`src/rtl/input_layer_pkg.sv`:
```
// Shared types and constants for the input-layer FIFO sequencing logic.
package input_layer_pkg;

  typedef enum logic {
    IDLE = 1'b0,
    RUN  = 1'b1
  } state_e;

  localparam int WORD_BYTES = 8;
  localparam int PIX_BYTES  = 3;

  // Number of 64-bit upstream words that carry one whole frame of 24-bit pixels.
  function automatic int frame_words(input int img_w, input int img_h);
    return (img_w * img_h * PIX_BYTES) / WORD_BYTES;
  endfunction

endpackage

```
`src/rtl/input_fifo_ctrl.sv`:
```
// Frame sequencer around the 64-in / 24-out byte FIFO: admits upstream words
// only when they fit, pops pixels into a registered downstream port, and tags
// every pixel with its coordinates and end-of-row / end-of-frame flags.
module input_fifo_ctrl
  import input_layer_pkg::*;
#(
  parameter int IMG_W      = 28,
  parameter int IMG_H      = 28,
  parameter int FIFO_BYTES = 15
) (
  input  logic                       clk,
  input  logic                       reset,
  input  logic                       start,
  output logic                       busy,
  output logic                       frame_done,
  input  logic [63:0]                s_data,
  input  logic                       s_valid,
  output logic                       s_ready,
  output logic [63:0]                fifo_data_in,
  output logic                       fifo_push,
  output logic                       fifo_pop,
  input  logic [23:0]                fifo_data_o,
  input  logic [3:0]                 fifo_count,
  output logic [23:0]                pix_data,
  output logic                       pix_valid,
  input  logic                       pix_ready,
  output logic [$clog2(IMG_W)-1:0]   pix_x,
  output logic [$clog2(IMG_H)-1:0]   pix_y,
  output logic                       pix_eol,
  output logic                       pix_eof
);

  localparam int NPIX   = IMG_W * IMG_H;
  localparam int NWORDS = frame_words(IMG_W, IMG_H);
  localparam int XW     = $clog2(IMG_W);
  localparam int YW     = $clog2(IMG_H);
  localparam int WLW    = $clog2(NWORDS + 1);
  localparam int PLW    = $clog2(NPIX + 1);

  // Occupancy thresholds: a word fits outright, or fits because a pixel leaves in the same cycle.
  localparam logic [3:0] POP_MIN       = 4'(PIX_BYTES);
  localparam logic [3:0] PUSH_ROOM     = 4'(FIFO_BYTES - WORD_BYTES);
  localparam logic [3:0] PUSH_POP_ROOM = 4'(FIFO_BYTES - WORD_BYTES + PIX_BYTES);

  // A frame must be a whole number of upstream words, otherwise the last word straddles frames.
  if ((IMG_W * IMG_H) % WORD_BYTES != 0) begin : g_bad_frame_size
    $error("input_fifo_ctrl: IMG_W*IMG_H must be a multiple of 8");
  end

  state_e           state_q, state_d;
  logic [WLW-1:0]   words_left_q, words_left_d;
  logic [PLW-1:0]   pix_left_q, pix_left_d;
  logic [23:0]      pix_data_q, pix_data_d;
  logic             pix_valid_q, pix_valid_d;
  logic [XW-1:0]    pix_x_q, pix_x_d;
  logic [YW-1:0]    pix_y_q, pix_y_d;
  logic             pix_eof_q, pix_eof_d;
  logic [XW-1:0]    next_x_q, next_x_d;
  logic [YW-1:0]    next_y_q, next_y_d;
  logic             pop_ok;
  logic             s_ready_c;
  logic             push_c;
  logic             frame_done_c;

  // Next-state logic: frame bookkeeping, admission control and the pixel output register.
  always_comb begin
    state_d      = state_q;
    words_left_d = words_left_q;
    pix_left_d   = pix_left_q;
    pix_data_d   = pix_data_q;
    pix_valid_d  = pix_valid_q;
    pix_x_d      = pix_x_q;
    pix_y_d      = pix_y_q;
    pix_eof_d    = pix_eof_q;
    next_x_d     = next_x_q;
    next_y_d     = next_y_q;
    pop_ok       = 1'b0;
    s_ready_c    = 1'b0;
    push_c       = 1'b0;
    frame_done_c = 1'b0;
    case (state_q)
      IDLE: begin
        if (start) begin
          state_d      = RUN;
          words_left_d = WLW'(NWORDS);
          pix_left_d   = PLW'(NPIX);
          pix_data_d   = '0;
          pix_valid_d  = 1'b0;
          pix_x_d      = '0;
          pix_y_d      = '0;
          pix_eof_d    = 1'b0;
          next_x_d     = '0;
          next_y_d     = '0;
        end
      end
      RUN: begin
        pop_ok       = (pix_left_q != '0) && (fifo_count >= POP_MIN) &&
                       (!pix_valid_q || pix_ready);
        s_ready_c    = (words_left_q != '0) &&
                       ((fifo_count <= PUSH_ROOM) || (pop_ok && (fifo_count <= PUSH_POP_ROOM)));
        push_c       = s_valid && s_ready_c;
        frame_done_c = pix_valid_q && pix_ready && pix_eof_q;
        if (push_c) begin
          words_left_d = words_left_q - WLW'(1);
        end
        if (pop_ok) begin
          pix_data_d  = fifo_data_o;
          pix_valid_d = 1'b1;
          pix_x_d     = next_x_q;
          pix_y_d     = next_y_q;
          pix_eof_d   = (pix_left_q == PLW'(1));
          pix_left_d  = pix_left_q - PLW'(1);
          if (next_x_q == XW'(IMG_W - 1)) begin
            next_x_d = '0;
            next_y_d = (next_y_q == YW'(IMG_H - 1)) ? '0 : next_y_q + YW'(1);
          end else begin
            next_x_d = next_x_q + XW'(1);
          end
        end else if (pix_valid_q && pix_ready) begin
          pix_valid_d = 1'b0;
        end
        if (frame_done_c) begin
          state_d = IDLE;
        end
      end
      default: state_d = IDLE;
    endcase
  end

  // State and datapath registers; reset aborts any frame in progress.
  always_ff @(posedge clk or posedge reset) begin
    if (reset) begin
      state_q      <= IDLE;
      words_left_q <= '0;
      pix_left_q   <= '0;
      pix_data_q   <= '0;
      pix_valid_q  <= 1'b0;
      pix_x_q      <= '0;
      pix_y_q      <= '0;
      pix_eof_q    <= 1'b0;
      next_x_q     <= '0;
      next_y_q     <= '0;
    end else begin
      state_q      <= state_d;
      words_left_q <= words_left_d;
      pix_left_q   <= pix_left_d;
      pix_data_q   <= pix_data_d;
      pix_valid_q  <= pix_valid_d;
      pix_x_q      <= pix_x_d;
      pix_y_q      <= pix_y_d;
      pix_eof_q    <= pix_eof_d;
      next_x_q     <= next_x_d;
      next_y_q     <= next_y_d;
    end
  end

  assign busy         = (state_q == RUN);
  assign frame_done   = frame_done_c;
  assign s_ready      = s_ready_c;
  assign fifo_data_in = s_data;
  assign fifo_push    = push_c;
  assign fifo_pop     = pop_ok;
  assign pix_data     = pix_data_q;
  assign pix_valid    = pix_valid_q;
  assign pix_x        = pix_x_q;
  assign pix_y        = pix_y_q;
  assign pix_eol      = (pix_x_q == XW'(IMG_W - 1));
  assign pix_eof      = pix_eof_q;

endmodule

```
`config.mk`:
```
export PLATFORM = sky130hd
export DESIGN_NAME = input_fifo_ctrl
export DESIGN_NICKNAME = d
export VERILOG_FILES = /design/src/rtl/input_layer_pkg.sv /design/src/rtl/input_fifo_ctrl.sv
export SDC_FILE = /design/constraint.sdc
export NUM_CORES = 1
export LEC_CHECK = 0
export CAP_MARGIN = 5
export CORE_MARGIN = 2
export CORE_UTILIZATION = 30
export CTS_BUF_LIST = sky130_fd_sc_hd__clkbuf_4 sky130_fd_sc_hd__clkbuf_8 sky130_fd_sc_hd__clkbuf_16
export DETAILED_ROUTE_END_ITERATION = 10
export PLACE_DENSITY = 0.61
export SETUP_SLACK_MARGIN = 0.5
export SYNTH_ARGS = -nofsm -noshare
export SYNTH_HDL_FRONTEND = slang
export SYNTH_SLANG_ARGS = --single-unit
```
`constraint.sdc`:
```
create_clock -name clk -period 3.01 [get_ports clk]
set_input_delay 0.7525 -clock clk [delete_from_list [all_inputs] [get_ports clk]]
set_output_delay 0.7525 -clock clk [all_outputs]
set_load 0.005 [all_outputs]
```
==> results of run 1 <==
[synthesized netlist by cell type (4+ instances only)]
master,count,share of area
xor2_1,8,0.019
a21oi_1,7,0.0097
nor4_1,6,0.010
clkbuf_1,13,0.014
a21o_1,4,0.0083
ha_1,6,0.021
dfrtp_1,66,0.46
nand3_1,56,0.078
o21ai_0,13,0.018
nand2_1,90,0.094
buf_4,64,0.13
inv_1,7,0.0073
buf_2,5,0.0069
nor2_1,17,0.018
o31ai_1,4,0.0083
[timing repair]
item / in CTS / in global routing
setup endpoints to repair: 4 / 11
buffers inserted: 12 / 3
pin swaps: 8 / 4
gates resized for setup: 36 / 15
gates cloned: 0 / 1
[per-layer routing]
metal  up-vias  track usage
met3        23       0.0404
li1       1401            -
met2        99        0.218
met1      1393        0.163
met5         -            0
met4         0       0.0480
[cell type report]
cell class                      count  area [um2]
Clock buffer                       11         246
Clock inverter                      3        17.5
Fill cell                        1169        7280
Inverter                            9        36.3
Multi-Input combinational cell    255        1430
Sequential cell                    66        1650
Tap cell                          147         184
Timing Repair Buffer              106        1010
[layout by cell type, fill, tap and decap left out, types with 4 or more instances in the layout]
cell / instances
nand2_1: 89
nor2_1: 14
inv_1: 4
o21ai_0: 7
a21oi_1: 7
buf_4: 29
o21ai_2: 4
a21o_1: 4
inv_2: 4
nor4_1: 5
clkdlybuf4s50_1: 65
ha_1: 5
o31ai_1: 4
clkbuf_16: 10
nand3_1: 56
dfrtp_1: 66
xor2_1: 8
[power groups by stage]
| stage | logic, mW | clock network, mW | registers, mW |
|---|---|---|---|
| 2_1_floorplan | 0.646 | 0 | 1.38 |
| 3_3_place_gp | 0.975 | 0 | 1.44 |
| 3_5_place_dp | 0.999 | 0 | 1.44 |
| 4_1_cts | 1.08 | 0.957 | 1.43 |
| 5_1_grt | 1.28 | 1.00 | 1.49 |
| 6_report | 1.13 | 0.933 | 1.44 |
[path summary, 6_finish.rpt]
path	slack [ns]	from	end
setup / recovery	0.31	words_left_q[1]	fifo_push
hold / removal	0.49	pix_data[10]	pix_data[10]
setup reg to reg	0.43	words_left_q[1]	words_left_q[4]
hold reg to reg	0.49	pix_data[10]	pix_data[10]
max in group asynchronous	1.89	reset	pix_data[19]
min in group asynchronous	0.82	reset	pix_data[6]
[cells by family (layout without fill, tap and decap cells)]
family,after synthesis,in the layout,synth area share
fa+ha+maj,6,6,0.0208
buf+inv,92,129,0.164
xor+xnor,8,8,0.0194
simple gates,196,196,0.253
mux,3,3,0.00971
compound gates,42,42,0.0753
flops,66,66,0.458
[worst register-to-register path: cells and delay by family (launching register included)]
kind | cells | cell delay (ns)
compound gates | 3 | 0.52
flops | 1 | 0.38
buf+inv | 9 | 0.89
simple gates | 2 | 0.58
fa+ha+maj | 1 | 0.12
[registers in the layout, indices dropped and copies added (netlist names)]
signal        cells
words_left_q      9
pix_y             5
pix_valid         1
busy              1
next_x_q          5
pix_data         24
pix_x             5
pix_left_q       10
next_y_q          5
pix_eof           1
[stage by stage]
| step | hold WS (ns) | utilization | total power, mW | setup slack [ns] |
|---|---|---|---|---|
| final | 0.494 | 0.386 | 3.51 | 0.314 |
| after detailed placement | 0.488 | 0.346 | 2.44 | -0.185 |
| after global routing | 0.524 | 0.386 | 3.77 | 0.247 |
| after floorplan | 0.474 | - | 2.03 | 0.559 |
| after global placement | 0.485 | 0.346 | 2.41 | -0.162 |
| after CTS | 0.498 | 0.379 | 3.47 | 0.320 |
==> flow_summary_export.csv, run 1 <==
group,metric,value,unit
placement,place_inst,567,
logic_synthesis,synthCells,413,
layout,drive_gt1_frac,0.167,
grt,grt_max_degree,67,
worst_setup_path,cpMostUsedCell,"inv_2",
timing,setup_violations,0,
timing,hold_viol_final,0,
worst_setup_path,cp.arrival,1.94,ns
placement,place_congestion,0.808,
floorplan,rows,40,
clocking,cts_tree,"done",
logic_synthesis,synth_nets,516,
logic_synthesis,ys_seq_area_frac,0.458,
pwr,combPwrFrac,0.323,
clocking,clock-sinks,66,
route,wl_met1,3650,um
grt,antenna_found_initial,0,
clocking,cts-root-buf,"clkbuf_16",
clocking,cts.clk_slew.worst_paths,0.05,ns
logic_synthesis,avgSynthCellArea,8.73,um2
placement,post-dp-hpwl,5460,um
timing,max_freq,0.371,GHz
pwr,pwr-share-seq,0.410,
route,dr_total_vias,2916,
clocking,clock_latency,0.32,ns
timing,setup-tns-final,0,ns
placement,place_area,0.00411,mm2
logic_synthesis,synth_cell_types,43,
layout,final_nets,550,
route,wl_per_cell,14.1,um
layout,fin_area,0.00458,mm2
grt,grt_pass1_wl,13800,um
logic_synthesis,synth_warnings,0,
status,status,"complete, no violations",
clocking,cts_buffers,9,
worst_setup_path,critical_path.slowest_cell,"or4b_4",
pwr,ir_drop,277,uV
pwr,powerDensity,765,mW/mm2
floorplan,io_pins,203,
worst_setup_path,cp_num_buf_inv,3,
pwr,p_clk_frac,0.266,
clocking,cts_max_level,3,
run,maxCapViolCount,0,
placement,io_buffer_count,74,
logic_synthesis,synth_edf_count,0,
worst_setup_path,worstSetupPathType,"flop to output port",
grt,overflow,0,
floorplan,die-area,0.0129,mm2
worst_setup_path,worst_setup_path_end_kind,"output port",
route,via_per_inst,4.88,
floorplan,start_util,0.304,
route,wl_met2,4070,um
worst_setup_path,slowest_delay,0.48,ns
route,drtAntennaViolNets,0,
route,routed-wl-met3,524,um
clocking,clock_path_buffers,2,
logic_synthesis,synth_seq_cells,66,
route,initialDrtViolationCount,148,
pwr,internal_power,2.37,mW
worst_setup_path,cp-start-kind,"flop",
route,maxUsedRoutingLayer,"met4",
floorplan,core_area,0.0119,mm2
route,drc,0,
timing,drv_slew,0,
route,routed_wl,8410,um
worst_setup_path,cp.depth,7,
worst_setup_path,path_delay_family,"simple AND/OR/NAND/NOR gates",
floorplan,die_y,114,um
worst_setup_path,rr_worst_depth,15,
layout,fin_cells,597,
logic_synthesis,syn-cell-area,0.00361,mm2
grt,grt_pass1_vias,2892,
pwr,switchingPower,1.14,mW
route,drtPass1Iterations,4,
layout,n_antenna_cell,0,
worst_setup_path,worstPathMaxFanout,4,
pwr,switching_share,0.324,
timing,finalClockSkew,0.00880,ns
worst_setup_path,path_cells,"inv_2, ha_4, or4b_4, o311a_1, nand3_2, inv_2, buf_6",
pwr,leakagePower,2.11,nW
hold_path,min_path_cells,2,
timing,finalCritPeriodShare,0.896,
worst_setup_path,critPathRequiredTime,2.26,ns
timing,worst_pin_slew,0.458,ns
timing,min_period,2.70,ns
layout,areaGrowthSynthToFinish,27.1,%
timing,relSlewSlack,0.695,
hold_path,worstHoldPathType,"flop to flop",
grt,grt_use_total,0.132,
clocking,cts_hold_buf,0,
logic_synthesis,ys_dominant_reg_cell,"dfrtp_1",
logic_synthesis,postSynth.asyncResetShare,1.00,
floorplan,die_w,114,um
timing,rsz0062_at_grt,"true",
Note: power is estimated with default switching activity, not from simulation.
==> run 2, diff against run 1 <==
Settings changed: ABC_AREA set to 1.
==> flow_summary_export.csv, run 2 <==
group,metric,value,unit
status,status,"complete, no violations",
grt,grt_use_total,0.122,
layout,n_antenna_cell,0,
pwr,pwr-share-seq,0.363,
pwr,ir_drop,345,uV
grt,grtUsageMet1,0.142,
layout,final_common_cell,"nand2_1",
layout,fillCellCount,1272,
timing,rsz0062_at_grt,"true",
placement,post-dp-hpwl,5380,um
logic_synthesis,synth_top_area_share,0.449,
clocking,clock_path_buffers,2,
logic_synthesis,netlist.top_cell.by_area,"dfrtp_1",
floorplan,die_w,115,um
route,drtPass1Iterations,6,
logic_synthesis,synth_warnings,0,
layout,final_cell_mix,"nand2_1 (141), dfrtp_1 (66), clkdlybuf4s50_1 (65), nor2_1 (28)",
hold_path,worstHoldPathType,"flop to flop",
timing,drv_slew,0,
clocking,clock-sinks,66,
floorplan,die-area,0.0132,mm2
layout,drive_gt1_frac,0.139,
pwr,combPwrFrac,0.369,
run,maxCapViolCount,0,
grt,antenna_found_initial,0,
logic_synthesis,synth_cell_types,27,
grt,top_usage_layer,"met2",
logic_synthesis,synth_seq_cells,66,
pwr,switchingPower,1.31,mW
route,drtAntennaViolNets,0,
worst_setup_path,cp.arrival,1.71,ns
layout,largest_reg_flops,24,
logic_synthesis,synth.top_cells.by_count,"nand2_1 (143), dfrtp_1 (66), buf_4 (65), inv_1 (29), nor2_1 (29)",
layout,postLayoutCoreUtil,0.373,
logic_synthesis,ys_seq_area_frac,0.449,
route,via_per_inst,4.41,
logic_synthesis,synthCells,448,
pwr,leakagePower,2.19,nW
timing,setup_violations,0,
floorplan,die_y,115,um
logic_synthesis,synth_edf_count,0,
logic_synthesis,avgSynthCellArea,8.21,um2
grt,overflow,0,
timing,worst_pin_slew,0.513,ns
route,initialDrtViolationCount,88,
route,drc,0,
clocking,cts.clk_slew.worst_paths,0.05,ns
worst_setup_path,cp-start-kind,"input pin",
timing,hold_viol_final,0,
grt,grt_pass1_wl,12700,um
timing,min_period,2.46,ns
logic_synthesis,syn-cell-area,0.00368,mm2
route,wl_per_cell,12.4,um
timing,finalCritPeriodShare,0.818,
pwr,power.total,3.84,mW
layout,areaGrowthSynthToFinish,21.9,%
placement,place_congestion,0.807,
logic_synthesis,synth.most_common_cell,"nand2_1",
floorplan,io_pins,203,
layout,final_nets,579,
pwr,p_clk_frac,0.267,
route,routed_wl,7780,um
logic_synthesis,postSynth.asyncResetShare,1.00,
floorplan,core_area,0.0120,mm2
clocking,cts_max_level,3,
clocking,cts_hold_buf,0,
pwr,switching_share,0.342,
floorplan,start_util,0.306,
clocking,clock_latency,0.33,ns
grt,grtUsageMet3,0.0532,
logic_synthesis,ys_dominant_reg_cell,"dfrtp_1",
grt,grt_pass1_vias,2812,
grt,use_met2,0.198,
route,dr_total_vias,2767,
timing,finalClockSkew,0.00714,ns
logic_synthesis,synthTopCellsByArea,"dfrtp_1 (45%), nand2_1 (15%), buf_4 (13%)",
logic_synthesis,synth_nets,551,
floorplan,rows,40,
worst_setup_path,worstSetupPathType,"input pin to output port",
worst_setup_path,worst_setup_path_end_kind,"output port",
worst_setup_path,critPathRequiredTime,2.26,ns
clocking,cts_tree,"done",
timing,max_freq,0.406,GHz
clocking,cts-root-buf,"clkbuf_16",
placement,io_buffer_count,74,
worst_setup_path,worstPathMaxFanout,2,
clocking,cts_buffers,9,
timing,relSlewSlack,0.658,
pwr,powerDensity,856,mW/mm2
pwr,internal_power,2.53,mW
grt,grt_max_degree,44,
## run 2: through the flow
stage | hold WS (ns) | std cells | instance area (um2) | TNS, ns | setup WS [ns]
finish | 0.471 | 628 | 4490 | 0 | 0.548
CTS | 0.471 | 627 | 4470 | 0 | 0.508
detailed placement | 0.459 | 600 | 4080 | -0.160 | -0.0947
global route | 0.493 | 628 | 4490 | 0 | 0.457
floorplan | 0.452 | 448 | 3680 | 0 | 0.603
global placement | 0.455 | 600 | 4080 | -0.134 | -0.0880
## run 2: worst max-delay path, cell delays in order
cell	delay, ns
dlygate4sd2_1	0.22
nand2_1	0.08
a21oi_2	0.18
nand3_2	0.08
nand2_1	0.08
and2_1	0.12
clkdlybuf4s15_1	0.20
## run 2: logic make-up (layout without fill, tap and decap cells)
logic type	count (synthesis)	count (layout)	share of synthesized area
AOI/OAI and AO/OA	33	33	0.0497
xor gates and xnor gates	14	14	0.0333
adders and majority gates	6	6	0.0204
buffers and inverters	114	147	0.201
DFF	66	66	0.449
and+or+nand+nor	215	215	0.247
## run 2: worst paths after layout
| path | startpoint | to | slack (ns) | cells past startpoint |
|---|---|---|---|---|
| worst max register to register | pix_left_q[4] | pix_y[3] | 1.03 | 12 |
| max in group asynchronous | reset | pix_left_q[7] | 1.62 | 3 |
| worst min-delay path | pix_data[12] | pix_data[12] | 0.47 | 2 |
| min in group asynchronous | reset | pix_data[10] | 0.78 | 2 |
| worst max-delay path | fifo_count[1] | s_ready | 0.55 | 7 |
| worst min register to register | pix_data[12] | pix_data[12] | 0.47 | 2 |
## run 2: power by group through the flow
stage	Clock (mW)	Combinational, mW	Sequential (mW)
floorplan	0	0.914	1.38
global placement	0	1.30	1.39
detailed placement	0	1.33	1.40
CTS	1.06	1.40	1.40
global route	1.10	1.62	1.44
finish	1.03	1.42	1.40
## run 2: per-layer routing
| layer | part of all wire | wire [um] |
|---|---|---|
| met1 | 0.43 | 3360 |
| met2 | 0.47 | 3630 |
| met3 | 0.084 | 653 |
| met4 | 0.018 | 140 |
| met5 | 0 | 0 |
## run 2: timing repair
item | CTS | global route
endpoints found under the setup margin | 4 | 3
resized for setup | 24 | 6
buffers inserted | 11 | 1
pin swaps | 9 | 3
## run 2: cell type report
type | count | area [um2] | area share
timing repair buffer | 93 | 878 | 0.196
sequential | 66 | 1650 | 0.368
clock buffer | 11 | 240 | 0.0536
clock inverter | 5 | 55.1 | 0.0123
multi-input combinational | 268 | 1330 | 0.296
inverter | 38 | 150 | 0.0335
tap | 147 | 184 | 0.0410
==> run 3, diff against run 2 <==
Settings changed: PLACE_DENSITY 0.61 to 0.63.
Clock period 3.01 ns to 2.1 ns, I/O delays scaled along.
==> flow_summary_export.csv, run 3 (synthesis gave the netlist of run 2 again) <==
group,metric,value,unit
timing,hold_ws,0.471,ns
grt,grtUsageMet1,0.167,
timing,drv_slew,0,
pwr,powerDensity,1180,mW/mm2
worst_setup_path,worstPathMaxFanout,2,
placement,post-dp-hpwl,5600,um
route,via_per_inst,4.57,
timing,finalClockSkew,0.00719,ns
hold_path,worstHoldPathType,"flop to flop",
placement,io_buffer_count,74,
clocking,cts-root-buf,"clkbuf_16",
worst_setup_path,cp.arrival,1.57,ns
pwr,leakagePower,2.70,nW
worst_setup_path,critPathRequiredTime,1.57,ns
floorplan,start_util,0.306,
grt,grt_pass1_vias,3039,
clocking,cts.clk_slew.worst_paths,0.06,ns
floorplan,core_area,0.0120,mm2
layout,postLayoutCoreUtil,0.449,
layout,seq_area,0.00165,mm2
pwr,power.total,6.38,mW
clocking,cts_tree,"done",
timing,relSlewSlack,0.755,
timing,max_freq,0.476,GHz
layout,final_common_cell,"nand2_1",
route,drtPass1Iterations,4,
layout,drive_gt1_frac,0.390,
worst_setup_path,cp_num_buf_inv,6,
clocking,cts_buffers,9,
clocking,clock_path_buffers,2,
grt,grtUsageMet3,0.0422,
timing,min_period,2.10,ns
route,initialDrtViolationCount,69,
run,maxCapViolCount,0,
timing,hold_viol_final,0,
timing,setup_violations,0,
worst_setup_path,slowest_delay,0.39,ns
layout,fillCellCount,1155,
clocking,clock_latency,0.33,ns
layout,areaGrowthSynthToFinish,46.5,%
floorplan,die_w,115,um
timing,setup-tns-final,0,ns
worst_setup_path,path_delay_family,"buffers and inverters",
floorplan,die_y,115,um
status,status,"complete, no violations",
worst_setup_path,cp-start-kind,"flop",
grt,grt_max_degree,67,
worst_setup_path,path_cells,"inv_2, ha_4, inv_2, nor2_4, nand3_2, buf_6, nand2_4, inv_4, nand2_8, inv_8, buf_6",
floorplan,die-area,0.0132,mm2
route,routed_wl,9170,um
pwr,ir_drop,484,uV
route,dr_total_vias,3024,
grt,overflow,0,
layout,n_antenna_cell,0,
layout,largest_reg_flops,24,
clocking,clock-sinks,66,
worst_setup_path,worstSetupPathType,"flop to output port",
route,wl_per_cell,13.9,um
route,drc,0,
worst_setup_path,worst_setup_path_end_kind,"output port",
floorplan,io_pins,203,
clocking,cts_hold_buf,0,
timing,worst_pin_slew,0.367,ns
layout,multi_input_area,0.00184,mm2
grt,grt_use_total,0.140,
route,drtAntennaViolNets,0,
grt,grt_pass1_wl,14400,um
layout,final_cell_mix,"nand2_1 (77), dfrtp_1 (65), nand2_2 (39), dlygate4sd2_1 (39), buf_4 (31)",
worst_setup_path,critical_path.slowest_cell,"dfrtp_1",
timing,rsz0062_at_grt,"true",
grt,top_usage_layer,"met2",
grt,antenna_found_initial,0,
grt,use_met2,0.232,
placement,place_congestion,0.786,
floorplan,rows,40,
clocking,cts_max_level,3,
timing,finalCritPeriodShare,1.00,
layout,final_nets,613,
==> run 3: tightest hold or removal path, cell delays in order, from the launching register on <==
cell and delay (ns):
dfrtp_1 0.35, nand2_2 0.04, nand2_1 0.05
==> run 3: metrics by stage <==
| stage | area, um2 | cells | setup slack, ns |
|---|---|---|---|
| after floorplan | 3720 | 448 | 0.417 |
| after global placement | 4280 | 621 | -0.510 |
| after detailed placement | 4280 | 621 | -0.505 |
| after CTS | 4880 | 657 | -0.106 |
| after global routing | 5390 | 662 | -0.115 |
| final | 5390 | 662 | 0.000113 |
==> run 3: layout make-up <==
| cell class | instances | area share |
|---|---|---|
| Timing Repair Buffer | 122 | 0.219 |
| Clock inverter | 7 | 0.00859 |
| Tap cell | 147 | 0.0341 |
| Timing Repair inverter | 3 | 0.0142 |
| Clock buffer | 9 | 0.0418 |
| Sequential cell | 66 | 0.307 |
| Inverter | 38 | 0.0339 |
| Multi-Input combinational cell | 270 | 0.342 |
==> run 3: timing repair <==
action / in CTS / in global routing
gates resized for setup: 110 / 141
endpoints found under the setup margin: 101 / 71
pin swaps: 8 / 22
cloned: 5 / 0
buffers inserted: 15 / 5
==> run 3: path summary, 6_finish.rpt <==
path / depth (start not counted) / start / slack, ns / end
max: 11 / pix_left_q[0] / 0.0001 / fifo_pop
min: 2 / pix_data[2] / 0.47 / pix_data[2]
max reg2reg: 16 / pix_left_q[0] / 0.25 / next_y_q[1]
min reg2reg: 2 / pix_data[2] / 0.47 / pix_data[2]
max in group asynchronous: 3 / reset / 1.13 / busy
min in group asynchronous: 3 / reset / 0.64 / pix_data[18]
==> run 3: power by group <==
part / internal, mW / leakage [nW] / total, mW / switching (mW)
clock network: 0.793 / 0.127 / 1.38 / 0.588
registers: 1.69 / 0.827 / 2.06 / 0.366
logic: 1.45 / 1.75 / 2.94 / 1.50
==> run 3: metal layers <==
| metal | wire length (um) | vias to the layer above |
|---|---|---|
| met2 | 4480 | 99 |
| li1 | - | 1465 |
| met5 | 0 | - |
| met3 | 690 | 32 |
| met4 | 276 | 0 |
| met1 | 3730 | 1428 |
